<file path="src/rtl/conv1x1_frame_sequencer_if.sv">
// Pixel stream and conv-stage signals between the frame sequencer and its neighbours.
// The master modport is the sequencer; the slave modport is the upstream/conv side.
//
// Handshake: a pixel moves from upstream into the conv stage in exactly the
// cycles where Src_Valid and Src_Ready are both high at the rising edge of CLK.
// Src_Ready never depends on Src_Valid. Conv_Valid_IN marks that same cycle
// toward the conv stage, and Conv_Valid_OUT is the conv stage's result strobe.
interface conv1x1_frame_sequencer_if #(
    parameter int Datawidth = 16
);
    logic [Datawidth-1:0] Src_Data;
    logic                 Src_Valid;
    logic                 Src_Ready;
    logic                 Dst_Ready;
    logic [Datawidth-1:0] Conv_In;
    logic                 Conv_Valid_IN;
    logic                 Conv_Valid_OUT;
    logic                 Conv_CLR;

    modport master (
        input  Src_Data, Src_Valid, Dst_Ready, Conv_Valid_OUT,
        output Src_Ready, Conv_In, Conv_Valid_IN, Conv_CLR
    );

    modport slave (
        output Src_Data, Src_Valid, Dst_Ready, Conv_Valid_OUT,
        input  Src_Ready, Conv_In, Conv_Valid_IN, Conv_CLR
    );
endinterface

</file>
<file path="src/rtl/conv1x1_frame_sequencer.sv">
// Sequences one IMG_Width x IMG_Height frame through the 1x1 conv stage once per
// output channel, tracks the position of each offered pixel, counts returned
// results and pulses Done when the last result of the frame has come back.
module conv1x1_frame_sequencer #(
    parameter int IMG_Width  = 3,
    parameter int IMG_Height = 3,
    parameter int CH         = 1,
    parameter int Datawidth  = 16
) (
    input  logic                      CLK,
    input  logic                      CLR,
    input  logic                      Start,
    conv1x1_frame_sequencer_if.master bus,
    output logic [Datawidth-1:0]      Hang,
    output logic [Datawidth-1:0]      Cot,
    output logic [Datawidth-1:0]      Ch_Idx,
    output logic                      Frame_Last,
    output logic                      Busy,
    output logic                      Done,
    output logic                      Err,
    output logic [2:0]                state_dbg,
    output logic [Datawidth-1:0]      issue_count,
    output logic [Datawidth-1:0]      result_count
);
    localparam logic [Datawidth-1:0] TOTAL    = Datawidth'(IMG_Width * IMG_Height * CH);
    localparam logic [Datawidth-1:0] TOTAL_M1 = Datawidth'(IMG_Width * IMG_Height * CH - 1);
    localparam logic [Datawidth-1:0] W_LAST   = Datawidth'(IMG_Width - 1);
    localparam logic [Datawidth-1:0] H_LAST   = Datawidth'(IMG_Height - 1);
    localparam logic [Datawidth-1:0] C_LAST   = Datawidth'(CH - 1);

    typedef enum logic [2:0] {
        S_IDLE  = 3'd0,
        S_ARM   = 3'd1,
        S_RUN   = 3'd2,
        S_DRAIN = 3'd3,
        S_DONE  = 3'd4
    } state_t;

    state_t state;
    state_t state_next;

    logic in_run;
    logic active;
    logic xfer;
    logic start_ok;
    logic at_last;
    logic res_inc;
    logic res_full_next;

    assign in_run   = (state == S_RUN);
    assign active   = (state == S_ARM) || (state == S_RUN) || (state == S_DRAIN);
    assign xfer     = in_run && bus.Src_Valid && bus.Dst_Ready;
    assign start_ok = (state == S_IDLE) && Start;
    assign at_last  = (Cot == W_LAST) && (Hang == H_LAST) && (Ch_Idx == C_LAST);
    assign res_inc  = bus.Conv_Valid_OUT && active && (result_count < TOTAL);
    // The drain exit counts a result strobe arriving in the same cycle.
    assign res_full_next = (result_count == TOTAL) || (res_inc && (result_count == TOTAL_M1));

    assign bus.Src_Ready     = in_run && bus.Dst_Ready;
    assign bus.Conv_Valid_IN = xfer;
    assign bus.Conv_In       = bus.Src_Data;
    assign bus.Conv_CLR      = (state == S_IDLE);
    assign Frame_Last        = in_run && at_last;
    assign Busy              = active;
    assign Done              = (state == S_DONE);
    assign state_dbg         = state;

    // State register.
    always_ff @(posedge CLK or negedge CLR) begin
        if (!CLR) state <= S_IDLE;
        else      state <= state_next;
    end

    // Next-state decode.
    always_comb begin
        state_next = state;
        case (state)
            S_IDLE:  if (Start) state_next = S_ARM;
            S_ARM:   state_next = S_RUN;
            S_RUN:   if (xfer && at_last) state_next = S_DRAIN;
            S_DRAIN: if (res_full_next) state_next = S_DONE;
            S_DONE:  state_next = S_IDLE;
            default: state_next = S_IDLE;
        endcase
    end

    // Row/column/channel of the pixel on offer; advances on each transfer.
    always_ff @(posedge CLK or negedge CLR) begin
        if (!CLR) begin
            Cot    <= '0;
            Hang   <= '0;
            Ch_Idx <= '0;
        end else if (start_ok || (state_next == S_DONE)) begin
            Cot    <= '0;
            Hang   <= '0;
            Ch_Idx <= '0;
        end else if (xfer) begin
            if (Cot == W_LAST) begin
                Cot <= '0;
                if (Hang == H_LAST) begin
                    Hang   <= '0;
                    Ch_Idx <= Ch_Idx + 1'b1;
                end else begin
                    Hang <= Hang + 1'b1;
                end
            end else begin
                Cot <= Cot + 1'b1;
            end
        end
    end

    // Issue and result counters, both saturating at TOTAL.
    always_ff @(posedge CLK or negedge CLR) begin
        if (!CLR) begin
            issue_count  <= '0;
            result_count <= '0;
        end else if (start_ok) begin
            issue_count  <= '0;
            result_count <= '0;
        end else begin
            if (xfer && (issue_count < TOTAL)) issue_count <= issue_count + 1'b1;
            if (res_inc) result_count <= result_count + 1'b1;
        end
    end

    // Sticky flag for result strobes that no issued pixel accounts for.
    always_ff @(posedge CLK or negedge CLR) begin
        if (!CLR) begin
            Err <= 1'b0;
        end else if (start_ok) begin
            Err <= 1'b0;
        end else if (bus.Conv_Valid_OUT &&
                     ((state == S_IDLE) || (state == S_DONE) || (result_count == TOTAL))) begin
            Err <= 1'b1;
        end
    end
endmodule
</file>
<file path="src/flat_wrapper.sv">
// flat-port wrapper written by rule: the top's interface ports become plain ports
module conv1x1_frame_sequencer_flat 
#(
    parameter int IMG_Width  = 3,
    parameter int IMG_Height = 3,
    parameter int CH         = 1,
    parameter int Datawidth  = 16
)
  (CLK, CLR, Start, Hang, Cot, Ch_Idx, Frame_Last, Busy, Done, Err, state_dbg, issue_count, result_count, bus_Src_Data, bus_Src_Valid, bus_Dst_Ready, bus_Conv_Valid_OUT, bus_Src_Ready, bus_Conv_In, bus_Conv_Valid_IN, bus_Conv_CLR);
  conv1x1_frame_sequencer_if #(.Datawidth(Datawidth)) bus_i ();
  input  logic CLK;
  input  logic CLR;
  input  logic Start;
  output logic [Datawidth-1:0] Hang;
  output logic [Datawidth-1:0] Cot;
  output logic [Datawidth-1:0] Ch_Idx;
  output logic Frame_Last;
  output logic Busy;
  output logic Done;
  output logic Err;
  output logic [2:0] state_dbg;
  output logic [Datawidth-1:0] issue_count;
  output logic [Datawidth-1:0] result_count;
  input wire logic [$bits(bus_i.Src_Data)-1:0] bus_Src_Data;
  input wire logic [$bits(bus_i.Src_Valid)-1:0] bus_Src_Valid;
  input wire logic [$bits(bus_i.Dst_Ready)-1:0] bus_Dst_Ready;
  input wire logic [$bits(bus_i.Conv_Valid_OUT)-1:0] bus_Conv_Valid_OUT;
  output wire logic [$bits(bus_i.Src_Ready)-1:0] bus_Src_Ready;
  output wire logic [$bits(bus_i.Conv_In)-1:0] bus_Conv_In;
  output wire logic [$bits(bus_i.Conv_Valid_IN)-1:0] bus_Conv_Valid_IN;
  output wire logic [$bits(bus_i.Conv_CLR)-1:0] bus_Conv_CLR;
  assign bus_i.Src_Data = bus_Src_Data;
  assign bus_i.Src_Valid = bus_Src_Valid;
  assign bus_i.Dst_Ready = bus_Dst_Ready;
  assign bus_i.Conv_Valid_OUT = bus_Conv_Valid_OUT;
  assign bus_Src_Ready = bus_i.Src_Ready;
  assign bus_Conv_In = bus_i.Conv_In;
  assign bus_Conv_Valid_IN = bus_i.Conv_Valid_IN;
  assign bus_Conv_CLR = bus_i.Conv_CLR;
  conv1x1_frame_sequencer #(.IMG_Width(IMG_Width), .IMG_Height(IMG_Height), .CH(CH), .Datawidth(Datawidth)) u_core (.CLK(CLK), .CLR(CLR), .Start(Start), .bus(bus_i), .Hang(Hang), .Cot(Cot), .Ch_Idx(Ch_Idx), .Frame_Last(Frame_Last), .Busy(Busy), .Done(Done), .Err(Err), .state_dbg(state_dbg), .issue_count(issue_count), .result_count(result_count));
endmodule
</file>
<file path="config.mk">
export PLATFORM = sky130hd
export DESIGN_NAME = conv1x1_frame_sequencer_flat
export DESIGN_NICKNAME = d
export VERILOG_FILES = /design/src/rtl/conv1x1_frame_sequencer_if.sv /design/src/rtl/conv1x1_frame_sequencer.sv /design/src/flat_wrapper.sv
export SDC_FILE = /design/constraint.sdc
export NUM_CORES = 1
export LEC_CHECK = 0
export ABC_AREA = 1
export CORE_UTILIZATION = 45
export CTS_CLUSTER_SIZE = 10
export DETAILED_ROUTE_END_ITERATION = 8
export PLACE_DENSITY = 0.85
export RECOVER_POWER = 100
export SLEW_MARGIN = 40
export SYNTH_ARGS = -nofsm -noshare
export SYNTH_HDL_FRONTEND = slang
export SYNTH_SLANG_ARGS = --single-unit
</file>
<file path="constraint.sdc">
create_clock -name CLK -period 2 [get_ports CLK]
set_clock_uncertainty 0.2 [all_clocks]
set_input_delay 0.4 -clock CLK [delete_from_list [all_inputs] [get_ports CLK]]
set_output_delay 0.4 -clock CLK [all_outputs]
set_load 0.01 [all_outputs]
</file>
==> results.toml, run 1 <==
[floorplanning]
die_y_um = 107
pin_count = 128
die_w_um = 107
die_area_sq_um = 11400
num_rows = 37
core_sq_um = 10500
start_util_pct = 47.2

[grt]
grt_pass1_wl_mm = 28.4
grt_max_degree = 85
grt_pass1_vias = 5885
antenna_found_initial = 0
grt_use_total_pct = 31.8
grt-ovfl-total = 0

[layout]
fill_cells = 678
layout-drive-gt1-share_pct = 31.7
seq_area_sq_um = 2100
fin_cells = 1022
nets = 914
multi_input_area_sq_um = 2760
diodes = 0
syn_to_final_growth_pct = 61.7
final_util_pct = 76.3

[timing]
setup_viol = 56
drv_slew = 0
finalHoldWorstSlack_ns = 0.301
relSlewSlack_pct = 27.4
rsz0062_at_grt = "true"
tightest_slew_ns = 1.09
period_share_pct = 128
fmax_mhz = 389
layout_setup_ws_ns = -0.569
fin_crit_ns = 2.57
hold_viol = 0

[outcome]
violations = "negative setup slack"
outcome = "finished, violations left"

[placed_design]
dpl.hpwl_mm = 10.6
dp_slack_ns = -0.537
gp_congestion = 0.886
dpl.cell_count = 953
portBuffers = 95

[pwr]
leakage_nw = 4.01
ir_drop_v = 0.000697
p_per_area_nw_per_um2 = 1300

[detailed_routing]
drtIter0Drc = 544
viasPerCell = 5.73
route.detailed.drc = 0
firstDrtPassIters = 5
routedWlPerCell_um = 19.0
ant_nets = 0
vias = 5857
routed_wl_mm = 19.5

[min_path]
hold_class = "flip-flop to flip-flop"

[clock_tree]
worstSkewPairLatency_ns = 0.37
htree_levels = 3
clock-root-buffer = "clkbuf_8"
cts_tree = "yes"
cts_buffer_depth = 2
cts.sinks = 84
numCtsBuffers = 9
clk_pin_slew_worst_paths_ns = 0.08

[flow_run]
max_cap_violations = 0

[synth]
synthXorXnorAreaFrac_pct = 6.39
synth_compound_area_share_pct = 5.88
syn_inst = 642
ys_ff_latch = 84
synthAdderAreaFrac_pct = 2.79
yosysSeqAreaShare_pct = 42.6
synth_top_family_by_area = "simple AND/OR/NAND/NOR gates"
synth_top_area_cell = "dfrtp_1"
syn_area_per_cell_sq_um = 7.69
yosys.area_share.simple_pct = 31.5
syn_area_sq_um = 4940
yosys-top-cells-area = "dfrtp_1 43%, nand2_1 11%, inv_1 6.1%"
synth.top_cell.area_share_pct = 42.6
ys.warnings.count = 0
synth_cell_type_count = 32
synthMuxAreaShare_pct = 0
synth.net_count = 675

[setup_path]
cp-end-kind = "output pin"
slowest_delay_ns = 0.41
path_cells = "nor4_1, nand2_1, nor4_2, buf_4, nand4_1, nor2_2, buf_2"
cp_slowest_cell = "dfrtp_1"
path_class = "flip-flop to output pin"
crit_path_start_kind = "flip-flop"
r2r_setup_slack_ns = -0.42
cp_max_fo = 2
required_ns = 1.40
cp_data_arrival_time_ns = 1.97
==> power breakdown <==
group / internal [mW] / leakage (nW) / total, mW / switching (mW)
Sequential: 2.13 / 1.12 / 2.45 / 0.324
Combinational: 3.06 / 2.79 / 6.67 / 3.61
Clock: 0.643 / 0.102 / 1.29 / 0.646
==> cells in the mapped netlist, drive strengths merged <==
cell type / instances
ha: 11
a21boi: 1
nor4: 15
o211ai: 5
a211oi: 2
nor3: 20
o21ai: 17
xor2: 33
clkbuf: 6
nand4: 23
o311ai: 1
or2: 3
o31ai: 11
dfrtp: 84
nand3: 54
or4: 1
a21oi: 8
xnor2: 3
nor2: 78
buf: 29
nand2: 151
inv: 86
==> critical path, delay by kind of cell, from the launching register on <==
kind / cells / cell delay (ns)
buffers and inverters: 2 / 0.30
DFF: 1 / 0.41
and+or+nand+nor: 5 / 0.90
==> cell type report <==
class                      instances  area share (%)
tap                              136            2.13
timing repair buffer             261            30.1
multi-input combinational        438            34.6
sequential                        84            26.3
inverter                          86            4.15
clock inverter                     4           0.596
timing repair inverter             1          0.0941
clock buffer                      12            1.94
==> cell usage in the layout, fill, tap and decap left out, types with 6 or more instances in the layout <==
cell type,n
nand2_1,123
buf_4,96
dfrtp_1,84
inv_1,71
nor2_1,63
nand3_1,33
xor2_1,33
dlygate4sd2_1,33
clkdlybuf4s50_1,27
nand4_1,23
clkdlybuf4s25_1,22
buf_6,20
nand2_2,19
nand3_2,18
nor3_1,18
clkbuf_1,17
clkbuf_2,15
buf_12,15
inv_2,12
o21ai_1,12
nor4_1,11
clkbuf_8,11
nand2_4,8
nor2_2,8
nor2_4,7
ha_1,7
a21oi_1,6
buf_8,6
==> final timing paths <==
path / cells after the start / end / startpoint
worst max register to register: 13 / u_core.Ch_Idx[9] / u_core.state_dbg[0]
worst min register to register: 2 / u_core.result_count[13] / u_core.result_count[13]
worst min-delay path: 2 / u_core.result_count[13] / u_core.result_count[13]
min in group asynchronous: 3 / u_core.Hang[11] / CLR
max in group asynchronous: 3 / u_core.Cot[7] / CLR
worst max-delay path: 7 / Frame_Last / u_core.Cot[8]
==> routing by layer <==
metal	wire length (um)	global-route usage, %	vias up
li1	-	-	2544
met1	6880	35.9	2759
met2	9500	53.3	417
met3	1910	8.39	137
met4	1180	20.5	0
met5	0	0	-
==> per-stage QoR <==
step                power, mW  TNS [ns]  cell area, sq um
floorplan                4.87   -0.0126              4980
global placement         7.31    -18.30              6770
detailed placement       7.53    -24.41              6770
CTS                      9.70     -6.50              7600
global route             10.9    -22.22              7980
finish                   10.4    -14.03              7980
==> registers in the layout, indices dropped and copies added, names as in the netlist <==
| signal | flops |
|---|---|
| u_core.state_dbg | 3 |
| u_core.Ch_Idx | 16 |
| u_core.result_count | 16 |
| u_core.Cot | 16 |
| u_core.Hang | 16 |
| u_core.issue_count | 16 |
| u_core.Err | 1 |
==> cell families (layout without fill, tap and decap cells) <==
group                    Yosys count  count (layout)
AO/OA/AOI/OAI                     45              45
flip-flops                        84              84
adder cells (fa/ha/maj)           11              11
buffers and inverters            121             364
XOR/XNOR                          36              36
AND/OR/NAND/NOR                  345             346
==> timing repair <==
| item | CTS | global route |
|---|---|---|
| gates cloned | 9 | 1 |
| endpoints found under the setup margin | 85 | 82 |
| pin swaps | 28 | 31 |
| setup buffers | 22 | 30 |
| hold buffers | 1 | 0 |
| gates resized for setup | 129 | 126 |
| endpoints found under the hold margin | 84 | 0 |
(Power assumes the default switching activity.)
==> run 2, diff against run 1 <==
--- a/config.mk
+++ b/config.mk
@@ -6,12 +6,13 @@
 export NUM_CORES = 1
 export LEC_CHECK = 0
 export ABC_AREA = 1
+export CAP_MARGIN = 20
 export CORE_UTILIZATION = 45
 export CTS_CLUSTER_SIZE = 10
 export DETAILED_ROUTE_END_ITERATION = 8
 export PLACE_DENSITY = 0.85
 export RECOVER_POWER = 100
-export SLEW_MARGIN = 40
+export SLEW_MARGIN = 20
 export SYNTH_ARGS = -nofsm -noshare
 export SYNTH_HDL_FRONTEND = slang
 export SYNTH_SLANG_ARGS = --single-unit
==> results of run 2 <==
The final DEF is identical to that of run 1; final timing and power are the same.
